`config.mk`:
```
export PLATFORM = sky130hd
export DESIGN_NAME = recomp_sched
export DESIGN_NICKNAME = d
export VERILOG_FILES = /design/src/rtl/recomp_sched.sv
export SDC_FILE = /design/constraint.sdc
export NUM_CORES = 1
export LEC_CHECK = 0
export CORE_UTILIZATION = 31
export DETAILED_ROUTE_END_ITERATION = 12
export GPL_ROUTABILITY_DRIVEN = 0
export HOLD_SLACK_MARGIN = 0.12
export PLACE_DENSITY = 0.46
export SETUP_SLACK_MARGIN = 0.4
export SLEW_MARGIN = 20
export SYNTH_ARGS = -nofsm -noshare
export SYNTH_HDL_FRONTEND = slang
export SYNTH_SLANG_ARGS = --single-unit
export TNS_END_PERCENT = 50
```
`constraint.sdc`:
```
create_clock -name clk -period 47.5 [get_ports clk]
set_input_delay 9.5 -clock clk [delete_from_list [all_inputs] [get_ports clk]]
set_output_delay 9.5 -clock clk [all_outputs]
set_load 0.05 [all_outputs]
```
`src/rtl/recomp_sched.sv`:
```
// recomp_sched: issue controller and two-requester round-robin arbiter for the
// six-stage mixed-radix recomposition chain.
//
// The winner's digit vector is skewed so slot i reaches the chain i*STAGE_LAT
// cycles after issue. This lines it up with that stage's partial sum. A track
// pipe follows each operation through the fixed chain latency. At the pipe exit,
// the chain result is captured into an output FIFO. The chain cannot stall, so
// an operation issues only when a FIFO slot is guaranteed free for it.
//
// Ports:
//   clk, reset               clock, asynchronous active-high reset
//   req{0,1}_valid/ready     requester handshake (ready only in the grant cycle)
//   req{0,1}_dig/cin/tag     operation digits, carry-in, opaque tag
//   pd_dig, pd_cin           skewed digits and carry-in to the chain
//   pd_norm0, pd_norm1       chain results, L cycles after issue
//   out_valid/ready          result FIFO handshake
//   out_norm0/1, src, tag    FIFO head contents
//   busy                     operation in flight or FIFO non-empty
module recomp_sched #(
    parameter int unsigned DW         = 18,
    parameter int unsigned NDIG       = 6,
    parameter int unsigned STAGE_LAT  = 3,
    parameter int unsigned FIFO_DEPTH = 4,
    parameter int unsigned TAG_W      = 4
) (
    input  logic                 clk,
    input  logic                 reset,
    input  logic                 req0_valid,
    output logic                 req0_ready,
    input  logic [NDIG*DW-1:0]   req0_dig,
    input  logic                 req0_cin,
    input  logic [TAG_W-1:0]     req0_tag,
    input  logic                 req1_valid,
    output logic                 req1_ready,
    input  logic [NDIG*DW-1:0]   req1_dig,
    input  logic                 req1_cin,
    input  logic [TAG_W-1:0]     req1_tag,
    output logic [NDIG*DW-1:0]   pd_dig,
    output logic                 pd_cin,
    input  logic [DW-1:0]        pd_norm0,
    input  logic [DW-1:0]        pd_norm1,
    output logic                 out_valid,
    input  logic                 out_ready,
    output logic [DW-1:0]        out_norm0,
    output logic [DW-1:0]        out_norm1,
    output logic                 out_src,
    output logic [TAG_W-1:0]     out_tag,
    output logic                 busy
);
    localparam int unsigned L  = NDIG * STAGE_LAT;
    localparam int unsigned PW = (FIFO_DEPTH > 1) ? $clog2(FIFO_DEPTH) : 1;
    localparam int unsigned CW = $clog2(FIFO_DEPTH + 1);
    localparam int unsigned OW = $clog2(L + FIFO_DEPTH + 1);

    logic                 rr_q, rr_d;
    logic [L-1:0]         trk_v_q;
    logic [L-1:0]         trk_src_q;
    logic [TAG_W-1:0]     trk_tag_q [L];
    logic [DW-1:0]        fifo_n0_q [FIFO_DEPTH];
    logic [DW-1:0]        fifo_n1_q [FIFO_DEPTH];
    logic                 fifo_src_q [FIFO_DEPTH];
    logic [TAG_W-1:0]     fifo_tag_q [FIFO_DEPTH];
    logic [PW-1:0]        wr_ptr_q, rd_ptr_q;
    logic [CW-1:0]        cnt_q, cnt_d;
    logic [OW-1:0]        inflight, occupied;
    logic                 issue, win, push, pop;
    logic [NDIG*DW-1:0]   win_dig;
    logic                 win_cin;
    logic [TAG_W-1:0]     win_tag;

    // Occupancy counts slots already promised to in-flight operations. A pop
    // this cycle frees its slot only once cnt_q updates.
    always_comb begin
        inflight = '0;
        for (int i = 0; i < int'(L); i++) begin
            inflight = inflight + OW'(trk_v_q[i]);
        end
        occupied = OW'(cnt_q) + inflight;
    end

    always_comb begin
        win        = req1_valid && (!req0_valid || rr_q);
        issue      = !reset && (req0_valid || req1_valid) && (occupied < OW'(FIFO_DEPTH));
        req0_ready = issue && !win;
        req1_ready = issue && win;
        win_dig    = win ? req1_dig : req0_dig;
        win_cin    = win ? req1_cin : req0_cin;
        win_tag    = win ? req1_tag : req0_tag;
        // The pointer moves only when a real contest was resolved.
        rr_d       = (issue && req0_valid && req1_valid) ? !rr_q : rr_q;
    end

    // Slot 0 and carry-in meet the first stage in the issue cycle.
    assign pd_dig[DW-1:0] = issue ? win_dig[DW-1:0] : '0;
    assign pd_cin         = issue ? win_cin : 1'b0;

    for (genvar g = 1; g < int'(NDIG); g++) begin : g_skew
        localparam int unsigned D = g * STAGE_LAT;
        logic [DW-1:0] dl_q [D];

        always_ff @(posedge clk or posedge reset) begin
            if (reset) begin
                for (int k = 0; k < int'(D); k++) dl_q[k] <= '0;
            end else begin
                dl_q[0] <= issue ? win_dig[g*DW +: DW] : '0;
                for (int k = 1; k < int'(D); k++) dl_q[k] <= dl_q[k-1];
            end
        end

        assign pd_dig[g*DW +: DW] = dl_q[D-1];
    end

    always_ff @(posedge clk or posedge reset) begin
        if (reset) begin
            rr_q      <= 1'b0;
            trk_v_q   <= '0;
            trk_src_q <= '0;
            for (int i = 0; i < int'(L); i++) trk_tag_q[i] <= '0;
        end else begin
            rr_q      <= rr_d;
            trk_v_q   <= {trk_v_q[L-2:0], issue};
            trk_src_q <= {trk_src_q[L-2:0], win};
            trk_tag_q[0] <= win_tag;
            for (int i = 1; i < int'(L); i++) trk_tag_q[i] <= trk_tag_q[i-1];
        end
    end

    assign push  = trk_v_q[L-1];
    assign pop   = out_valid && out_ready;
    assign cnt_d = cnt_q + CW'(push) - CW'(pop);

    always_ff @(posedge clk or posedge reset) begin
        if (reset) begin
            wr_ptr_q <= '0;
            rd_ptr_q <= '0;
            cnt_q    <= '0;
            for (int i = 0; i < int'(FIFO_DEPTH); i++) begin
                fifo_n0_q[i]  <= '0;
                fifo_n1_q[i]  <= '0;
                fifo_src_q[i] <= 1'b0;
                fifo_tag_q[i] <= '0;
            end
        end else begin
            if (push) begin
                fifo_n0_q[wr_ptr_q]  <= pd_norm0;
                fifo_n1_q[wr_ptr_q]  <= pd_norm1;
                fifo_src_q[wr_ptr_q] <= trk_src_q[L-1];
                fifo_tag_q[wr_ptr_q] <= trk_tag_q[L-1];
                wr_ptr_q             <= wr_ptr_q + PW'(1);
            end
            if (pop) rd_ptr_q <= rd_ptr_q + PW'(1);
            cnt_q <= cnt_d;
        end
    end

    assign out_valid = (cnt_q != '0);
    assign out_norm0 = fifo_n0_q[rd_ptr_q];
    assign out_norm1 = fifo_n1_q[rd_ptr_q];
    assign out_src   = fifo_src_q[rd_ptr_q];
    assign out_tag   = fifo_tag_q[rd_ptr_q];
    assign busy      = out_valid || (|trk_v_q);

endmodule

```
Word level (Yosys, flattened, before mapping)
Index checks and enable logic that the tools add are counted.
W data, S select, Z words.
{"block": "classes", "reduce_logical": 18, "add_sub_neg": 22, "muxes": 32, "n_bitwise": 2, "n_lt_le_gt_ge": 4}
{"cell": "$mux W18", "count": 11}
{"cell": "$bwmux W72", "count": 2}
{"cell": "$mux W108", "count": 1}
{"cell": "$bmux W18 S2", "count": 2}
{"cell": "$add A5 B1 Y5", "count": 13}
{"cell": "$demux W18 S2", "count": 1}
{"cell": "$reduce_or A18 Y1", "count": 1}
{"cell": "$bwmux W16", "count": 1}
{"cell": "$mux W4", "count": 4}
{"cell": "$logic_and A1 B1 Y1", "count": 9}
{"cell": "$bmux W4 S2", "count": 1}
{"cell": "$demux W4 S2", "count": 1}
{"cell": "$ge A3 B3 Y1 const B", "count": 2}
{"cell": "$not A2 Y3", "count": 2}
{"cell": "$add A3 B5 Y5", "count": 1}
{"cell": "$add A4 B1 Y5", "count": 1}
{"cell": "$lt A5 B3 Y1 const B", "count": 1}
{"cell": "$mux W1", "count": 5}
{"cell": "$add A2 B1 Y2 const B", "count": 2}
{"cell": "$add A3 B1 Y4", "count": 1}
{"cell": "$bwmux W4", "count": 1}
{"cell": "$logic_not A1 Y1", "count": 4}
{"cell": "$add A2 B1 Y3", "count": 1}
{"cell": "$add A3 B1 Y3", "count": 1}
{"cell": "other kinds (7)", "count": 9}
{"block": "totals", "ff_bits": 1090, "out_inout_bits": 154}

Longest topological paths before layout
{"block": "logic_depth", "ltp_word": 22, "ltp_mapped": 16, "depth_no_buf": 14}

Worst setup path before layout
No wires, ideal clock.
{"block": "synth_timing", "path_type": "input to output", "startpoint": "in reset", "endpoint": "out req1_ready", "stages": 4, "setup_slack_ns": 1.504, "required_ns": 38.000, "arrival_time_ns": 36.496, "cell_sequence": "inv_1 -> o221ai_2 -> buf_4 -> nor3b_1"}
{"block": "synth_via", "elab_chain_len": 4}
{"item": "from (decl)", "line_no": "27", "source": "input logic reset,"}
{"item": "$logic_not A1 Y1 (no source line)"}
{"item": "$logic_and A1 B1 Y1 (2 in series)", "line_no": "83", "source": "issue = !reset && (req0_valid || req1_valid) && (occupied < OW'(FIFO_DEPTH));"}
{"item": "$logic_and A1 B1 Y1", "line_no": "85", "source": "req1_ready = issue && win;"}
{"item": "to (decl)", "line_no": "34", "source": "output logic req1_ready,"}
Every way passes these cells.

Worst setup path in the final report
{"block": "layout_timing", "startpoint": "in req1_valid", "endpoint": "out req1_ready"}
{"block": "layout_via", "elab_chain_len": 4, "elab_cells_between_ends": 5}
{"item": "from (decl)", "line_no": "33", "source": "input logic req1_valid,"}
{"item": "$logic_or A1 B1 Y1", "line_no": "83"}
{"item": "$logic_and A1 B1 Y1 (2 in series)", "line_no": "83"}
{"item": "$logic_and A1 B1 Y1 *", "line_no": "85"}
Mark *: on every way between the ends. The rest lies on a longest branch, timed or not.

==> reports/results.ini <==
[sta]
max_freq_mhz=44.58
finalSetupViolCount=0
fin_crit_ps=22430
post-route-period-util=0.4723
drv_slew=0
skew_ps=26.57
max_slew_margin=0.3485
hold_viol=0
rsz0062_at_grt=false
tightest_slew_ps=977.2
fin_tns_setup_ps=0

[min_path]
min_path_type=register to register
hp-start=trk_tag_q[19]$_DFF_PP0_
hold_depth=0
worstHoldEndpoint=trk_tag_q[15]$_DFF_PP0_

[clock_network]
postCtsResizedCells=0
cts_buffers=116
clockBufferDepth=3
htreeDepth=3
cts_sinks=1090
cts_tree=done
cts-root-buf=clkbuf_16
insertion_delay_ps=690
cts_hold_buf=0
cts_setup_buffers=0
cts.clk_slew.worst_paths_ps=60

[logic_synthesis]
synth_top_area_frac=0.8030
ys_ff_latch=1090
synth_seq_area_share=0.8030
synth.area.top_cells=dfrtp_1 (80%), mux2_2 (5.6%), mux2i_1 (3.2%)
syn_area_per_cell_sq_um=19.22
synthArstFlopShare=1.000
synth_flop_cell=dfrtp_1
synth_top_area_cell=dfrtp_1
syn_area_sq_um=33970
synth_edf_count=0
ys_warn_count=0
synth_cell_types=34
syn_nets=2063
postSynthCellCount=1767

[route]
wl_um=61870
dr.pass1.iters=4
routed-via-count=15060
viasPerCell=4.081
drtAntennaViolNets=0
wl_per_cell_um=16.77
drt_iter0_drc=562
drc=0

[finish]
drive_gt1_frac=0.2300
final_common_cell=dfrtp_1
nNetsFinal=2474
area_growth_pct=27.68
layout_common_cells=dfrtp_1 (1088), clkdlybuf4s50_1 (420), mux2_2 (168), clkbuf_16 (118), mux2i_1 (109)
fin_util=0.3990

[setup_path]
critical_path.startpoint_type=primary input
r2r_start=trk_v_q[11]$_DFF_PP0_
r2r-end=g_skew[1].dl_q[38]$_DFF_PP0_
slowest_delay_ps=910
regToRegSetupSlack_ps=42250
crit_path_max_fanout=44
critPathSlowestCell=clkdlybuf4s50_1
cp_cell_sequence=clkdlybuf4s50_1, a21boi_4, buf_4, nor3b_1, clkdlybuf4s50_1
crit_top_cell=clkdlybuf4s50_1
path_delay_family=buffers and inverters
crit_buf_inv=3
crit_type=primary input to output port
crit_required_ps=38000
endpoint_kind=output port
arrival_ps=12930
reg2regPathDepth=13

[pwr]
leakagePower_uw=0.02031
p_per_area_nw_per_um2=67.42
peakVddDrop_mv=0.06806

[place]
hpwl_um=38170
portBuffers=420

[die]
initial_utilization=0.3125
dieHeight_um=333.0
die_area_sq_um=110900
die_w_um=333.0
core_area_sq_um=108700
io_pins=421
rows=121

[run_status]
status=completed

[global_route]
grt_pass1_vias=17280
grt_pass1_wl_um=99440
grt_max_degree=146
antenna_found_initial=3
grt_overflow=0
grt.total_usage=0.1163

[flow_run]
max-cap-violations=0

## state kept, by name, summed over array words and instances (netlist names), 3 cells and up
signal	flops
g_skew.dl_q	720
fifo_n1_q	72
fifo_tag_q	16
cnt_q	3
trk_src_q	18
pd_dig	90
trk_v_q	18
fifo_n0_q	72
trk_tag_q	72
fifo_src_q	4
## cell usage after synthesis, types with 12 or more instances
cell type,n
dfrtp_1,1090
nor3_2,79
ha_1,17
nor3_1,32
fa_1,12
inv_1,29
mux2i_1,109
clkbuf_1,17
mux4_2,41
mux2_2,168
buf_4,92
buf_2,36
## how the worst max path moves through the flow
stage | start | slack, ps | cells after the start | end
global placement | req1_valid | 24870 | 5 | req1_ready
CTS | req1_valid | 24810 | 5 | req1_ready
floorplan | reset | 1500 | 4 | req1_ready
finish | req1_valid | 25070 | 5 | req1_ready
global route | req1_valid | 24860 | 5 | req1_ready
detailed placement | req1_valid | 24810 | 5 | req1_ready
## report_power, final
| group | leakage (uW) | switching, uW | internal (uW) | total, uW |
|---|---|---|---|---|
| sequential | 0.0145 | 63.5 | 1100 | 1160 |
| combinational | 0.00380 | 501 | 317 | 819 |
| clock | 0.00206 | 362 | 579 | 941 |
## kinds of logic after synthesis
group                      share of synthesized area
xor gates and xnor gates                    0.001547
AOI/OAI and AO/OA                           0.001584
adders and majority gates                    0.01333
buffers and inverters                        0.03370
DFF                                           0.8030
muxes                                         0.1150
and+or+nand+nor                              0.03186
## worst reg2reg max path, cell delays in order (launching register included)
cell	delay, ps
dfrtp_1	430
fa_1	510
fa_1	490
inv_1	50
fa_1	530
fa_1	430
fa_1	490
inv_1	40
ha_1	260
nand3_1	100
and4b_1	230
o221ai_4	480
buf_4	780
nor3_1	250
## layout make-up
class                   instances  area (sq um)
multi-input cells             494          5588
inverters                      29         116.4
fillers                      9853         65330
clock buffers                 175          3567
repair buffers                447          4427
clock inverters                39         620.6
well taps                    1414          1769
flip-flops and latches       1090         27280
diodes                          2         5.005
## through the flow
step                instances  hold WS [ps]  cell area [sq um]  setup slack [ps]  power, uW
floorplan                1767         331.2              33970              1504       1794
global placement         3474         331.0              39170             24870       1997
detailed placement       3474         334.7              39170             24810       2023
CTS                      3688         314.1              43360             24810       2990
global route             3689         318.5              43370             24860       3087
finish                   3690         326.5              43370             25070       2924
## routing by layer
layer | GRT usage | wire [um]
met1 | 0.1426 | 25270
met2 | 0.1868 | 29980
met3 | 0.03971 | 4697
met4 | 0.04893 | 1923
met5 | 0 | 0
(Power assumes the default switching activity.)
